File: src/rtl/lstm_pkg.sv
// lstm_pkg: shared constants and elaboration helpers for the LSTM forward sequencer.
// Holds the FSM state encoding, the neuron-window length helper and the
// address-width checks used at elaboration time.
package lstm_pkg;

  // FSM state encoding (kept as plain constants for legacy tools)
  localparam logic [1:0] ST_IDLE = 2'd0;
  localparam logic [1:0] ST_RUN  = 2'd1;
  localparam logic [1:0] ST_DONE = 2'd2;

  // Neuron window length WIN: NUM_CELL operand cycles plus the MAC drain
  function automatic int unsigned win_of(input int unsigned num_cell,
                                         input int unsigned delay);
    return num_cell + delay;
  endfunction

  // True when 'value' is representable in 'addr_width' unsigned bits
  function automatic bit value_fits(input int unsigned addr_width,
                                    input longint unsigned value);
    if (addr_width >= 64) return 1'b1;
    return value < (64'd1 << addr_width);
  endfunction

  // Highest h/c write address is NUM_CELL*(TIMESTEP+1)-1 (slot 0 row is t=-1)
  function automatic bit addr_fits(input int unsigned addr_width,
                                   input int unsigned num_cell,
                                   input int unsigned timestep);
    longint unsigned top_addr;
    top_addr = 64'(num_cell) * (64'(timestep) + 64'd1) - 64'd1;
    return value_fits(addr_width, top_addr);
  endfunction

endpackage

File: src/rtl/wrap_counter.sv
// wrap_counter: modulo-(MAX+1) up-counter with synchronous clear and a wrap
// strobe for chaining. Ports: clk, rst_n (async active-low), i_clr, i_en,
// o_nxt (value the counter takes at the next edge), o_wrap (en while at MAX).
module wrap_counter
  import lstm_pkg::*;
#(
  parameter int unsigned WIDTH = 12,
  parameter int unsigned MAX   = 1
) (
  input  logic             clk,
  input  logic             rst_n,
  input  logic             i_clr,
  input  logic             i_en,
  output logic [WIDTH-1:0] o_nxt,
  output logic             o_wrap
);

  localparam logic [WIDTH-1:0] MAX_V = WIDTH'(MAX);

  logic [WIDTH-1:0] r_cnt;
  logic             w_at_max;

  assign w_at_max = (r_cnt == MAX_V);
  // Wrap is qualified by enable so the next counter in the chain steps once
  assign o_wrap   = i_en && w_at_max;

  // Next value is exported so the owner can register outputs in step with it
  always_comb begin
    o_nxt = r_cnt;
    if (i_clr) begin
      o_nxt = '0;
    end else if (i_en) begin
      o_nxt = w_at_max ? '0 : r_cnt + WIDTH'(1);
    end
  end

  always_ff @(posedge clk or negedge rst_n) begin
    if (!rst_n) begin
      r_cnt <= '0;
    end else begin
      r_cnt <= o_nxt;
    end
  end

endmodule

File: src/rtl/lstm_fwd_ctrl.sv
// lstm_fwd_ctrl: forward-propagation sequencer for one LSTM layer; walks
// TIMESTEP x NUM_CELL neuron windows of WIN cycles from one start pulse.
// Ports: clk, rst (async active-low), start, i_hold in; o_busy, o_done,
// o_en_addr, o_acc_clr, o_wr_en, o_wr_addr, o_t out (all registered).
module lstm_fwd_ctrl
  import lstm_pkg::*;
#(
  parameter int unsigned ADDR_WIDTH = 12,
  parameter int unsigned TIMESTEP   = 7,
  parameter int unsigned NUM_CELL   = 53,
  parameter int unsigned DELAY      = 5
) (
  input  logic                  clk,
  input  logic                  rst,
  input  logic                  start,
  input  logic                  i_hold,
  output logic                  o_busy,
  output logic                  o_done,
  output logic                  o_en_addr,
  output logic                  o_acc_clr,
  output logic                  o_wr_en,
  output logic [ADDR_WIDTH-1:0] o_wr_addr,
  output logic [ADDR_WIDTH-1:0] o_t
);

  localparam int unsigned WIN = win_of(NUM_CELL, DELAY);
  localparam logic [ADDR_WIDTH-1:0] K_LAST = ADDR_WIDTH'(WIN - 1);
  localparam logic [ADDR_WIDTH-1:0] NC_A   = ADDR_WIDTH'(NUM_CELL);

  generate
    if (!addr_fits(ADDR_WIDTH, NUM_CELL, TIMESTEP) ||
        !value_fits(ADDR_WIDTH, 64'(WIN - 1))) begin : g_addr_chk
      $error("lstm_fwd_ctrl: ADDR_WIDTH too small for NUM_CELL/TIMESTEP/DELAY");
    end
  endgenerate

  logic [1:0]            r_state;
  logic [1:0]            w_state_nxt;
  logic [ADDR_WIDTH-1:0] r_base;
  logic [ADDR_WIDTH-1:0] w_base_nxt;
  logic [ADDR_WIDTH-1:0] w_k_nxt;
  logic [ADDR_WIDTH-1:0] w_n_nxt;
  logic [ADDR_WIDTH-1:0] w_t_nxt;
  logic                  w_go;
  logic                  w_run;
  logic                  w_adv;
  logic                  w_k_wrap;
  logic                  w_n_wrap;
  logic                  w_t_wrap;
  logic                  w_issue;

  assign w_go  = (r_state == ST_IDLE) && start;
  assign w_run = (r_state == ST_RUN);
  // A held cycle neither advances the counters nor issues a window position
  assign w_adv = w_run && !i_hold;

  wrap_counter #(.WIDTH(ADDR_WIDTH), .MAX(WIN - 1)) u_k_cnt (
    .clk    (clk),
    .rst_n  (rst),
    .i_clr  (w_go),
    .i_en   (w_adv),
    .o_nxt  (w_k_nxt),
    .o_wrap (w_k_wrap)
  );

  wrap_counter #(.WIDTH(ADDR_WIDTH), .MAX(NUM_CELL - 1)) u_n_cnt (
    .clk    (clk),
    .rst_n  (rst),
    .i_clr  (w_go),
    .i_en   (w_k_wrap),
    .o_nxt  (w_n_nxt),
    .o_wrap (w_n_wrap)
  );

  wrap_counter #(.WIDTH(ADDR_WIDTH), .MAX(TIMESTEP - 1)) u_t_cnt (
    .clk    (clk),
    .rst_n  (rst),
    .i_clr  (w_go),
    .i_en   (w_n_wrap),
    .o_nxt  (w_t_nxt),
    .o_wrap (w_t_wrap)
  );

  // The whole chain wrapping means the final window position was just retired
  assign w_issue = w_go || (w_adv && !w_t_wrap);

  always_comb begin
    w_state_nxt = r_state;
    case (r_state)
      ST_IDLE: if (start)    w_state_nxt = ST_RUN;
      ST_RUN:  if (w_t_wrap) w_state_nxt = ST_DONE;
      ST_DONE:               w_state_nxt = ST_IDLE;
      default:               w_state_nxt = ST_IDLE;
    endcase
  end

  // Running row base NUM_CELL*(t+1): bumps by NUM_CELL on each timestep step
  always_comb begin
    w_base_nxt = r_base;
    if (w_go) begin
      w_base_nxt = NC_A;
    end else if (w_n_wrap) begin
      w_base_nxt = w_t_wrap ? NC_A : r_base + NC_A;
    end
  end

  // Outputs are registered from the next counter values so they line up with
  // the counter position they describe; i_hold is seen one cycle later.
  always_ff @(posedge clk or negedge rst) begin
    if (!rst) begin
      r_state   <= ST_IDLE;
      r_base    <= '0;
      o_busy    <= 1'b0;
      o_done    <= 1'b0;
      o_en_addr <= 1'b0;
      o_acc_clr <= 1'b0;
      o_wr_en   <= 1'b0;
      o_wr_addr <= '0;
      o_t       <= '0;
    end else begin
      r_state   <= w_state_nxt;
      r_base    <= w_base_nxt;
      o_busy    <= (w_state_nxt == ST_RUN);
      o_done    <= (w_state_nxt == ST_DONE);
      o_en_addr <= w_issue;
      o_acc_clr <= w_issue && (w_k_nxt == '0);
      o_wr_en   <= w_issue && (w_k_nxt == K_LAST);
      if (w_issue) begin
        o_wr_addr <= w_base_nxt + w_n_nxt;
        o_t       <= w_t_nxt;
      end
    end
  end

endmodule

File: config.mk
export PLATFORM = sky130hd
export DESIGN_NAME = lstm_fwd_ctrl
export DESIGN_NICKNAME = d
export VERILOG_FILES = /design/src/rtl/lstm_pkg.sv /design/src/rtl/wrap_counter.sv /design/src/rtl/lstm_fwd_ctrl.sv
export SDC_FILE = /design/constraint.sdc
export NUM_CORES = 1
export LEC_CHECK = 0
export ABC_CLOCK_PERIOD_IN_PS = 13030
export BUFFER_PORTS_ARGS = -buffer_cell sky130_fd_sc_hd__buf_2
export CAP_MARGIN = 20
export CORE_ASPECT_RATIO = 1.25
export CORE_MARGIN = 4
export CORE_UTILIZATION = 46
export CTS_CLUSTER_SIZE = 20
export DETAILED_ROUTE_END_ITERATION = 12
export PLACE_DENSITY = 0.61
export SETUP_SLACK_MARGIN = 0.4
export SLEW_MARGIN = 30
export SYNTH_ARGS = -nofsm -noshare
export SYNTH_HDL_FRONTEND = slang
export SYNTH_SLANG_ARGS = --single-unit
File: constraint.sdc
create_clock -name clk -period 13.03 [get_ports clk]
set_clock_uncertainty 0.05 [all_clocks]
set_input_delay 1.303 -clock clk [delete_from_list [all_inputs] [get_ports clk]]
set_output_delay 1.303 -clock clk [all_outputs]
set_load 0.05 [all_outputs]
==> results of run 1 <==
[per-stage QoR]
| stage | power (mW) | setup WS (ps) | instance area (µm²) |
|---|---|---|---|
| CTS | 0.643 | 7770 | 4860 |
| detailed placement | 0.368 | 7380 | 4540 |
| global route | 0.667 | 7240 | 4860 |
| floorplan | 0.346 | 8180 | 4290 |
| global placement | 0.367 | 7540 | 4540 |
| finish | 0.638 | 7740 | 4860 |
[synth_stat cells (all sizes together) (2+ instances only)]
cell type / number / area, µm²
dfrtp: 79 / 1980
xor2: 30 / 263
nor4bb: 2 / 20.0
nor2: 54 / 203
clkbuf: 13 / 48.8
ha: 18 / 225
nand2: 46 / 173
and3: 12 / 75.1
mux2i: 2 / 20.0
nor4: 5 / 37.5
buf: 5 / 43.8
a211oi: 5 / 37.5
a31oi: 4 / 25.0
or4: 2 / 22.5
o21ai: 21 / 105
nor4b: 3 / 26.3
or2: 4 / 25.0
xnor2: 20 / 175
or3: 9 / 61.3
a21oi: 14 / 77.6
and2: 3 / 18.8
nand4bb: 2 / 22.5
o31ai: 3 / 22.5
nand3: 12 / 60.1
a311oi: 2 / 17.5
nor3: 11 / 55.1
nand4: 16 / 100
nor3b: 2 / 15.0
a21o: 2 / 15.0
mux2: 14 / 158
inv: 14 / 52.6
[routing by layer]
metal	vias to the layer above	routed length, µm
li1	1600	-
met4	0	271
met1	1587	4150
met5	-	0
met2	61	4610
met3	19	315
[cells in the final DEF, fill, tap and decap left out, types with 4 or more instances in the layout]
master,instances
sky130_fd_sc_hd__or3_1,8
sky130_fd_sc_hd__nand3_1,12
sky130_fd_sc_hd__and3_1,12
sky130_fd_sc_hd__buf_2,31
sky130_fd_sc_hd__or2_2,4
sky130_fd_sc_hd__a211oi_1,5
sky130_fd_sc_hd__nand2_1,46
sky130_fd_sc_hd__inv_1,13
sky130_fd_sc_hd__a21oi_1,12
sky130_fd_sc_hd__o21ai_0,21
sky130_fd_sc_hd__xnor2_1,20
sky130_fd_sc_hd__nand4_1,16
sky130_fd_sc_hd__nor4_1,4
sky130_fd_sc_hd__xor2_1,30
sky130_fd_sc_hd__nor3_1,11
sky130_fd_sc_hd__dfrtp_1,79
sky130_fd_sc_hd__clkbuf_16,9
sky130_fd_sc_hd__a31oi_1,4
sky130_fd_sc_hd__ha_1,18
sky130_fd_sc_hd__nor2_1,54
sky130_fd_sc_hd__mux2_2,13
[area by class of cell]
| cell class | instances | area (µm²) | area share [%] |
|---|---|---|---|
| Clock buffer | 10 | 229 | 4.71 |
| Clock inverter | 6 | 93.8 | 1.93 |
| Inverter | 14 | 52.6 | 1.08 |
| Multi-Input combinational cell | 330 | 2170 | 44.6 |
| Sequential cell | 79 | 1980 | 40.6 |
| Tap cell | 123 | 154 | 3.16 |
| Timing Repair Buffer | 35 | 189 | 3.88 |
[worst max-delay path by stage]
stage	end	slack, ps	depth (start not counted)
after floorplan	o_wr_addr[8]$_DFFE_PN0P_	8180	15
after global placement	o_wr_addr[8]$_DFFE_PN0P_	7540	14
after detailed placement	o_wr_addr[8]$_DFFE_PN0P_	7380	14
after CTS	o_wr_addr[8]$_DFFE_PN0P_	7770	14
after global routing	o_wr_addr[8]$_DFFE_PN0P_	7240	14
final	o_wr_addr[8]$_DFFE_PN0P_	7740	14
[power groups by stage]
stage	combinational, mW	clock [mW]	sequential (mW)
floorplan	0.0636	0	0.282
global route	0.0931	0.290	0.284
global placement	0.0823	0	0.285
CTS	0.0831	0.279	0.281
finish	0.0826	0.275	0.281
detailed placement	0.0827	0	0.285
[registers in the layout (all words and copies together) (netlist names), 2 cells and up]
name,cells
o_wr_addr,12
r_state,2
o_t,12
r_base,12
u_t_cnt.r_cnt,12
u_n_cnt.r_cnt,12
u_k_cnt.r_cnt,12
[logic make-up (layout without fill, tap and decap cells)]
group	count (synthesis)	in the layout	synth area share [%]
AOI/OAI and AO/OA	57	57	8.28
DFF	79	79	46.1
adders and majority gates	19	19	5.71
and+or+nand+nor	188	188	22.2
xor gates and xnor gates	50	50	10.2
muxes	16	16	4.14
buffers and inverters	32	65	3.38
[worst max-delay path, delay by kind of cell]
family                   cells  cell delay, ps
multiplexers                 1             260
AND/OR/NAND/NOR              7            2880
XOR/XNOR                     1             140
buffers and inverters        1             110
adder cells (fa/ha/maj)      1             350
AO/OA/AOI/OAI                3             410
==> qor.txt, run 1 <==
antenna cell count: 0
Clock transition at path regs: 60 ps
number of instances in the synthesized netlist: 441
die width: 94.4 µm
cell-internal power: 0.461 mW
synthesized area per cell: 9.73 µm²
Site Rows: 39
worst hold path class: reg -> reg
Final Hold Slack: 424 ps
Die Y: 116 µm
required time at the worst-slack endpoint: 13,210 ps
number of top-level pins: 33
GRT met1 Usage: 24.9%
transition time at the pin with the least slew margin: 852 ps
CTS tree: yes
clock latency at the later pin of the worst-skew pair: 340 ps
reported net switching power: 0.177 mW
startpoint of the most critical register-to-register path: u_k_cnt.r_cnt[1]$_DFF_PN0_
area enclosed by the die boundary: 10,900 µm²
shortest period the worst path allows: 5290 ps
IR Drop Worst-Case VDD: 62.9 µV
predominant post-synthesis flop cell: sky130_fd_sc_hd__dfrtp_1
Gate power share: 12.9%
fraction of met3 tracks used by global routing: 3.38%
drt wl/cell: 15.7 µm
initial core utilization: 47.0%
Warnings, synthesis: 0
CP max stage cell: sky130_fd_sc_hd__nor2_1
average vias per placed instance: 5.47
initial antenna violation count: 0
endpoints failing setup: 0
RSZ-0062 raised after global routing: no
count of different cell masters after synthesis: 49
synthesis-to-layout area growth: 13.4%
Hold Crit Start: o_wr_addr[2]$_DFFE_PN0P_
fraction of registers with async set/reset: 100%
CTS root buf: sky130_fd_sc_hd__clkbuf_16
origin of the worst setup path: i_hold
instance count along the most critical hold path: 2
number of hold buffers added after cts: 0
final RePlAce weighted congestion: 0.917
first-pass GRT wire length: 16,100 µm
post-cts sizing count: 0
total core area: 9130 µm²
class of the most critical setup path: in -> reg
met2 global-route usage: 30.7%
clk sinks: 79
CTS H-Tree Depth: 3
Endpoint, Worst Hold: o_wr_addr[2]$_DFFE_PN0P_
Vias: 3,267
Tcrit/Tclk final: 40.6%
DRC Markers: 0
crit-path max cell delay: 690 ps
reg-to-reg critical path endpoint: o_wr_addr[8]$_DFFE_PN0P_
Layout Nets: 492
fin util: 53.3%
Relative slew margins: 43.0%
Cell Area, Synth: 4290 µm²
gr usage total: 19.1%
number of buffers inserted to repair setup after CTS: 0
number of global-route vias before repair: 3,252
clock network fraction of design power: 43.0%
list of cells traversed by the critical path: buf_2 -> nand4bb_1 -> or4_4 -> nor2_1 -> nand2_1 -> nand2_1 -> nor2_1 -> ha_1 -> o21ai_0 -> a21oi_1 -> a211oi_1 -> or3_1 -> xnor2_1 -> mux2_2
net switching share of the total power: 27.7%
flip-flop and latch count after synthesis: 79
Top Usage Layer GRT: met2
number of fill cells in the layout: 833
power share of the sequential group: 44.0%
final-layout setup total negative slack: 0 ps
total power per unit cell area: 131 nW/µm²
drt first pass iters: 4
number of enable flip-flop cells after synthesis: 0
setup slack of the most critical reg-to-reg path: 8060 ps
antenna-violating nets left: 0
highest attainable clock frequency: 0.189 GHz
total wire length after detailed routing: 9340 µm
maximum number of pins on one net before global-route repair: 80
number of buffer cells added on primary ports: 32
number of pins with negative max-slew slack in the final report: 0
first-iteration detailed-routing DRC count: 121
biggest fanout along the worst timing path: 19
cts bufs inserted: 9
Final Hold Fails: 0
# placed instances: 581
estimated wirelength of the detail-placed design: 6770 µm
GRT Residual Overflow: 0
sort of element at the end of the critical path: register
number of buffers between clock root and the deepest sink: 2
status: finished, final reports clean
Worst Reg2Reg Path Length in Cells: 15
sequential share of the synthesized area: 46.1%
net count after synthesis: 464
leakage power: 2.32 nW
Setup crit start kind: primary input
number of cells in the finished layout apart from fillers: 597
arrival time reported for the critical path endpoint: 5460 ps
share of final-layout standard cells stronger than drive strength 1: 16.0%
maxcap violations: 0
Power figures use the tool's default switching activity.
==> run 2: changes to the inputs <==
- ABC_AREA: default -> 1
- ABC_CLOCK_PERIOD_IN_PS: 13030 -> 4300
- PLACE_DENSITY: 0.61 -> 0.63
- clock period: 13.03 -> 4.3 ns (I/O delays scaled with it)
==> qor.txt, run 2 <==
status: finished, final reports clean
crit-path max cell delay: 380 ps
estimated wirelength of the detail-placed design: 8320 µm
maximum number of pins on one net before global-route repair: 48
Multi-input gate area: 2370 µm²
Die Y: 121 µm
final-layout setup total negative slack: 0 ps
RSZ-0062 raised after global routing: no
number of instances in the synthesized netlist: 593
transition time at the pin with the least slew margin: 608 ps
number of buffer cells added on primary ports: 32
startpoint of the most critical register-to-register path: u_n_cnt.r_cnt[0]$_DFF_PN0_
gr usage total: 19.7%
list of cells traversed by the critical path: inv_1 -> ha_1 -> nand2_1 -> nor2_1 -> nand3_1 -> nor2_4 -> nand2_1 -> nand2_2 -> a21oi_1 -> o21ai_0 -> ha_1 -> a21oi_1 -> a21boi_0 -> o21ai_0 -> a21oi_1 -> xor2_1 -> o21ai_2
total core area: 9760 µm²
area enclosed by the die boundary: 11,900 µm²
IR Drop Worst-Case VDD: 223 µV
Vias: 3,969
share of the synthesized area in the top cell type: 42.2%
shortest period the worst path allows: 3540 ps
CP max stage cell: sky130_fd_sc_hd__dfrtp_1
synthesis-to-layout area growth: 13.0%
setup slack of the most critical reg-to-reg path: 760 ps
final RePlAce weighted congestion: 0.909
drt wl/cell: 14.3 µm
synthesized area per cell: 7.91 µm²
antenna-violating nets left: 0
Layout Nets: 656
number of global-route vias before repair: 3,886
fraction of registers with async set/reset: 100%
library cell with the largest summed area after synthesis: sky130_fd_sc_hd__dfrtp_1
storage element area: 1980 µm²
commonest cells after routing, fill and taps aside: sky130_fd_sc_hd__nand2_1, sky130_fd_sc_hd__dfrtp_1, sky130_fd_sc_hd__inv_1
die width: 98.3 µm
sort of element at the end of the critical path: register
worst slack, placed: 546 ps
# placed instances: 748
sequential share of the synthesized area: 42.2%
number of top-level pins: 33
initial antenna violation count: 0
average vias per placed instance: 5.20
initial core utilization: 48.0%
arrival time reported for the critical path endpoint: 3700 ps
share of final-layout standard cells stronger than drive strength 1: 15.0%
CTS tree: yes
cts bufs inserted: 9
GRT Residual Overflow: 0
Site Rows: 40
number of buffers between clock root and the deepest sink: 2
first-iteration detailed-routing DRC count: 207
Relative slew margins: 59.4%
predominant post-synthesis flop cell: sky130_fd_sc_hd__dfrtp_1
number of enable flip-flop cells after synthesis: 0
drt first pass iters: 5
CTS H-Tree Depth: 3
count of different cell masters after synthesis: 43
highest attainable clock frequency: 0.283 GHz
cell class contributing the biggest share of worst-path delay: compound AO/OA/AOI/OAI gates
worst hold path class: in -> async
total power per unit cell area: 372 nW/µm²
most area-consuming cells after synthesis: sky130_fd_sc_hd__dfrtp_1, sky130_fd_sc_hd__nand2_1, sky130_fd_sc_hd__inv_1, sky130_fd_sc_hd__nor2_1, sky130_fd_sc_hd__ha_1
most common cell after layout, fill and taps aside: sky130_fd_sc_hd__nand2_1
CTS root buf: sky130_fd_sc_hd__clkbuf_16
Cell Area, Synth: 4690 µm²
total wire length after detailed routing: 10,900 µm
biggest fanout along the worst timing path: 10
first-pass GRT wire length: 18,700 µm
Final Hold Fails: 0
Setup crit start kind: register
net count after synthesis: 616
endpoints failing setup: 0
maxcap violations: 0
antenna cell count: 0
flip-flop and latch count after synthesis: 79
number of fill cells in the layout: 932
number of pins with negative max-slew slack in the final report: 0
reg-to-reg critical path endpoint: o_wr_addr[9]$_DFFE_PN0P_
clock latency at the later pin of the worst-skew pair: 340 ps
Tcrit/Tclk final: 82.3%
library cell appearing most often on the critical path: sky130_fd_sc_hd__a21oi_1
most frequent cell after synthesis: sky130_fd_sc_hd__nand2_1
number of cells in the finished layout apart from fillers: 764
most instantiated cells after synthesis: sky130_fd_sc_hd__nand2_1, sky130_fd_sc_hd__dfrtp_1, sky130_fd_sc_hd__inv_1, sky130_fd_sc_hd__nor2_1, sky130_fd_sc_hd__nand3_1
WP depth: 17
leakage power: 2.80 nW
Clock transition at path regs: 60 ps
required time at the worst-slack endpoint: 4460 ps
DRC Markers: 0
class of the most critical setup path: reg -> reg
Warnings, synthesis: 0
post-layout worst setup margin: 763 ps
Buffers & Inverters on Critical Path: 1
Worst Reg2Reg Path Length in Cells: 17
clk sinks: 79
[run 2: cell count changes after synthesis, moves of 10 or more]
cell                       delta
sky130_fd_sc_hd__nor2_1      +14
sky130_fd_sc_hd__clkbuf_1    -13
sky130_fd_sc_hd__mux2_2      -13
sky130_fd_sc_hd__and3_1      -12
sky130_fd_sc_hd__nand3_1     +22
sky130_fd_sc_hd__a21oi_1     +10
sky130_fd_sc_hd__inv_1       +64
sky130_fd_sc_hd__xor2_1      -13
sky130_fd_sc_hd__xnor2_1     -16
sky130_fd_sc_hd__nand2_1     +95
sky130_fd_sc_hd__nor3_1      +10
sky130_fd_sc_hd__nand2_2     +11
[run 2: per-stage QoR]
step | instance area (µm²) | hold WS [ps] | power, mW | utilization (%)
after global placement | 4970 | 406 | 1.20 | 50.9
after global routing | 5300 | 98.6 | 2.08 | 54.3
after floorplan | 4690 | 84.4 | 1.12 | -
after CTS | 5280 | 71.4 | 1.99 | 54.1
after detailed placement | 4970 | 410 | 1.21 | 50.9
final | 5300 | 51.5 | 1.97 | 54.3
[run 2: report_power, final]
part | internal, mW | switching (mW)
Combinational | 0.102 | 0.219
Sequential | 0.805 | 0.0675
Clock | 0.467 | 0.311
[run 2: layout make-up]
class / instances / area share [%]
Clock inverter: 6 / 1.28
Multi-Input combinational cell: 427 / 44.7
Clock buffer: 10 / 4.51
Tap cell: 126 / 2.98
Timing Repair Buffer: 34 / 3.35
Sequential cell: 79 / 37.3
Inverter: 82 / 5.86
[run 2: metal layers]
layer / up-vias / share of wire, % / global-route usage (%)
li1: 1994 / - / -
met1: 1870 / 44 / 25.0
met2: 83 / 50 / 32.9
met3: 22 / 3.4 / 3.80
met4: 0 / 2.2 / 8.20
met5: - / 0 / 0
[run 2: worst max path at each step]
stage / from / end / slack (ps)
finish: u_n_cnt.r_cnt[0]$_DFF_PN0_ / o_wr_addr[9]$_DFFE_PN0P_ / 760
global route: u_n_cnt.r_cnt[0]$_DFF_PN0_ / o_wr_addr[9]$_DFFE_PN0P_ / 380
CTS: u_k_cnt.r_cnt[0]$_DFF_PN0_ / o_wr_addr[8]$_DFFE_PN0P_ / 560
detailed placement: i_hold / o_wr_addr[8]$_DFFE_PN0P_ / 550
global placement: i_hold / o_wr_addr[8]$_DFFE_PN0P_ / 530
floorplan: u_k_cnt.r_cnt[1]$_DFF_PN0_ / o_wr_addr[8]$_DFFE_PN0P_ / 1150
[run 2: kinds of logic after synthesis]
kind of cell	Yosys count	synth area share, %
buffers and inverters	87	7.77
flip-flops	79	42.2
XOR/XNOR	21	3.92
AO/OA/AOI/OAI	77	10.3
AND/OR/NAND/NOR	310	30.6
adder cells (fa/ha/maj)	19	5.23
[run 2: what timing repair did]
item | in CTS | in global routing
hold buffers | 0 | 0
setup endpoints to repair | 0 | 3
gates resized for setup | 0 | 5
buffers inserted | 0 | 0
==> run 3: changes to the inputs <==
- ABC_AREA: 1 -> 0
- ABC_CLOCK_PERIOD_IN_PS: 4300 -> 3200
- clock period: 4.3 -> 3.2 ns (I/O delays scaled with it)
==> qor.txt, run 3 (synthesized netlist as in run 1, its figures left out) <==
placed inst area: 5330 µm²
total power per unit cell area: 443 nW/µm²
leakage power: 2.91 nW
number of hold buffers added after cts: 0
clk sinks: 79
most common cell after layout, fill and taps aside: sky130_fd_sc_hd__buf_4
commonest cells after routing, fill and taps aside: sky130_fd_sc_hd__buf_4, sky130_fd_sc_hd__dfrtp_1, sky130_fd_sc_hd__nor2_1
total wire length after detailed routing: 10,600 µm
CP max stage cell: sky130_fd_sc_hd__or4_4
drt wl/cell: 15.0 µm
share of final-layout standard cells stronger than drive strength 1: 38.1%
final non-filler cell area: 5950 µm²
violated checks: hold timing, setup timing
crit-path max cell delay: 460 ps
antenna cell count: 0
Worst Reg2Reg Path Length in Cells: 15
Clock transition at path regs: 70 ps
drt first pass iters: 4
GRT Residual Overflow: 0
Relative slew margins: 52.8%
gr usage total: 20.4%
post-layout worst setup margin: -571 ps
class of the most critical setup path: reg -> reg
CTS H-Tree Depth: 3
RSZ-0062 raised after global routing: yes
final-layout setup total negative slack: -2950 ps
Tcrit/Tclk final: 118%
maxcap violations: 0
first-pass GRT wire length: 17,300 µm
synthesis-to-layout area growth: 38.6%
number of global-route vias before repair: 3,645
Vias: 3,646
Final Hold Slack: -40.8 ps
die width: 94.4 µm
Die Y: 116 µm
Final Hold Fails: 79
CTS tree: yes
IR Drop Worst-Case VDD: 292 µV
arrival time reported for the critical path endpoint: 3960 ps
endpoints failing setup: 8
biggest fanout along the worst timing path: 4
estimated wirelength of the detail-placed design: 7600 µm
Setup crit start kind: register
status: finished with violations
CTS root buf: sky130_fd_sc_hd__clkbuf_16
transition time at the pin with the least slew margin: 708 ps
total core area: 9130 µm²
initial antenna violation count: 0
list of cells traversed by the critical path: inv_1 -> ha_1 -> or3b_4 -> or4_4 -> nor2_4 -> mux2i_1 -> or3_4 -> fa_2 -> nor2b_2 -> o21ai_2 -> a21oi_2 -> a211oi_2 -> or3_1 -> xnor2_1 -> mux2_2
first-iteration detailed-routing DRC count: 108
number of pins with negative max-slew slack in the final report: 0
worst hold path class: in -> async
number of buffers between clock root and the deepest sink: 2
sort of element at the end of the critical path: register
number of top-level pins: 33
Site Rows: 39
maximum number of pins on one net before global-route repair: 80
WP depth: 15
Buffers & Inverters on Critical Path: 1
cell class contributing the biggest share of worst-path delay: simple AND/OR/NAND/NOR gates
area enclosed by the die boundary: 10,900 µm²
highest attainable clock frequency: 0.265 GHz
initial core utilization: 47.0%
average vias per placed instance: 5.16
clock latency at the later pin of the worst-skew pair: 340 ps
cts bufs inserted: 9
antenna-violating nets left: 0
final RePlAce weighted congestion: 0.866
Layout Nets: 601
DRC Markers: 0
number of buffer cells added on primary ports: 32
required time at the worst-slack endpoint: 3380 ps
shortest period the worst path allows: 3770 ps
-- run 3: cell types whose count changed in the layout (fill, tap and decap cells not counted), moves of 10 or more --
cell / delta
sky130_fd_sc_hd__buf_4: +101
sky130_fd_sc_hd__nand2_1: -98
sky130_fd_sc_hd__inv_1: -66
sky130_fd_sc_hd__nand3_1: -22
sky130_fd_sc_hd__a21oi_1: -15
sky130_fd_sc_hd__nor2_1: -15
sky130_fd_sc_hd__xnor2_1: +15
sky130_fd_sc_hd__and3_1: +12
sky130_fd_sc_hd__o21ai_0: -12
sky130_fd_sc_hd__mux2_2: +10
sky130_fd_sc_hd__nor3_1: -10
sky130_fd_sc_hd__xor2_1: +10
-- run 3: final cells by class --
cell class / instances / area, µm²
clock inverter: 6 / 67.6
multi-input combinational: 330 / 2420
sequential: 79 / 1980
fill: 735 / 3180
timing repair buffer: 143 / 1030
tap: 123 / 154
clock buffer: 10 / 229
inverter: 14 / 60.1
timing repair inverter: 1 / 6.26
-- run 3: where the power goes --
group          total, mW  internal, mW  switching [mW]
combinational      0.514         0.221           0.293
sequential          1.08          1.05          0.0288
clock               1.04         0.609           0.432
-- run 3: through the flow --
| stage | power, mW | setup slack, ps | cells | utilization [%] |
|---|---|---|---|---|
| finish | 2.64 | -571 | 706 | 65.2 |
| global route | 2.75 | -720 | 706 | 65.2 |
| CTS | 2.64 | -592 | 696 | 63.4 |
| detailed placement | 1.59 | -610 | 671 | 58.4 |
| global placement | 1.58 | -504 | 671 | 58.4 |
| floorplan | 1.41 | -668 | 441 | - |
-- run 3: timing repair --
item / CTS / global route
buffers inserted: 9 / 9
gates resized for setup: 26 / 23
setup endpoints to repair: 26 / 30
hold endpoints to repair: 0 / 0
pin swaps: 17 / 16
gates cloned: 0 / 1
-- run 3: layer usage --
metal / vias up / wire, µm / GRT usage (%)
met5: - / 0 / 0
met4: 0 / 308 / 10.5
met3: 22 / 312 / 2.66
met2: 72 / 5410 / 35.1
met1: 1742 / 4600 / 25.0
li1: 1810 / - / -
-- run 3: path summary, 6_finish.rpt --
kind,from,slack (ps),endpoint
max reg2reg,u_k_cnt.r_cnt[1]$_DFF_PN0_,-570,o_wr_addr[8]$_DFFE_PN0P_
max in group asynchronous,rst,2670,o_t[4]$_DFFE_PN0P_
min in group clk,start,380,r_state[0]$_DFF_PN0_
min,rst,-40,u_k_cnt.r_cnt[7]$_DFF_PN0_
max,u_k_cnt.r_cnt[1]$_DFF_PN0_,-570,o_wr_addr[8]$_DFFE_PN0P_
min reg2reg,o_wr_addr[1]$_DFFE_PN0P_,430,o_wr_addr[1]$_DFFE_PN0P_
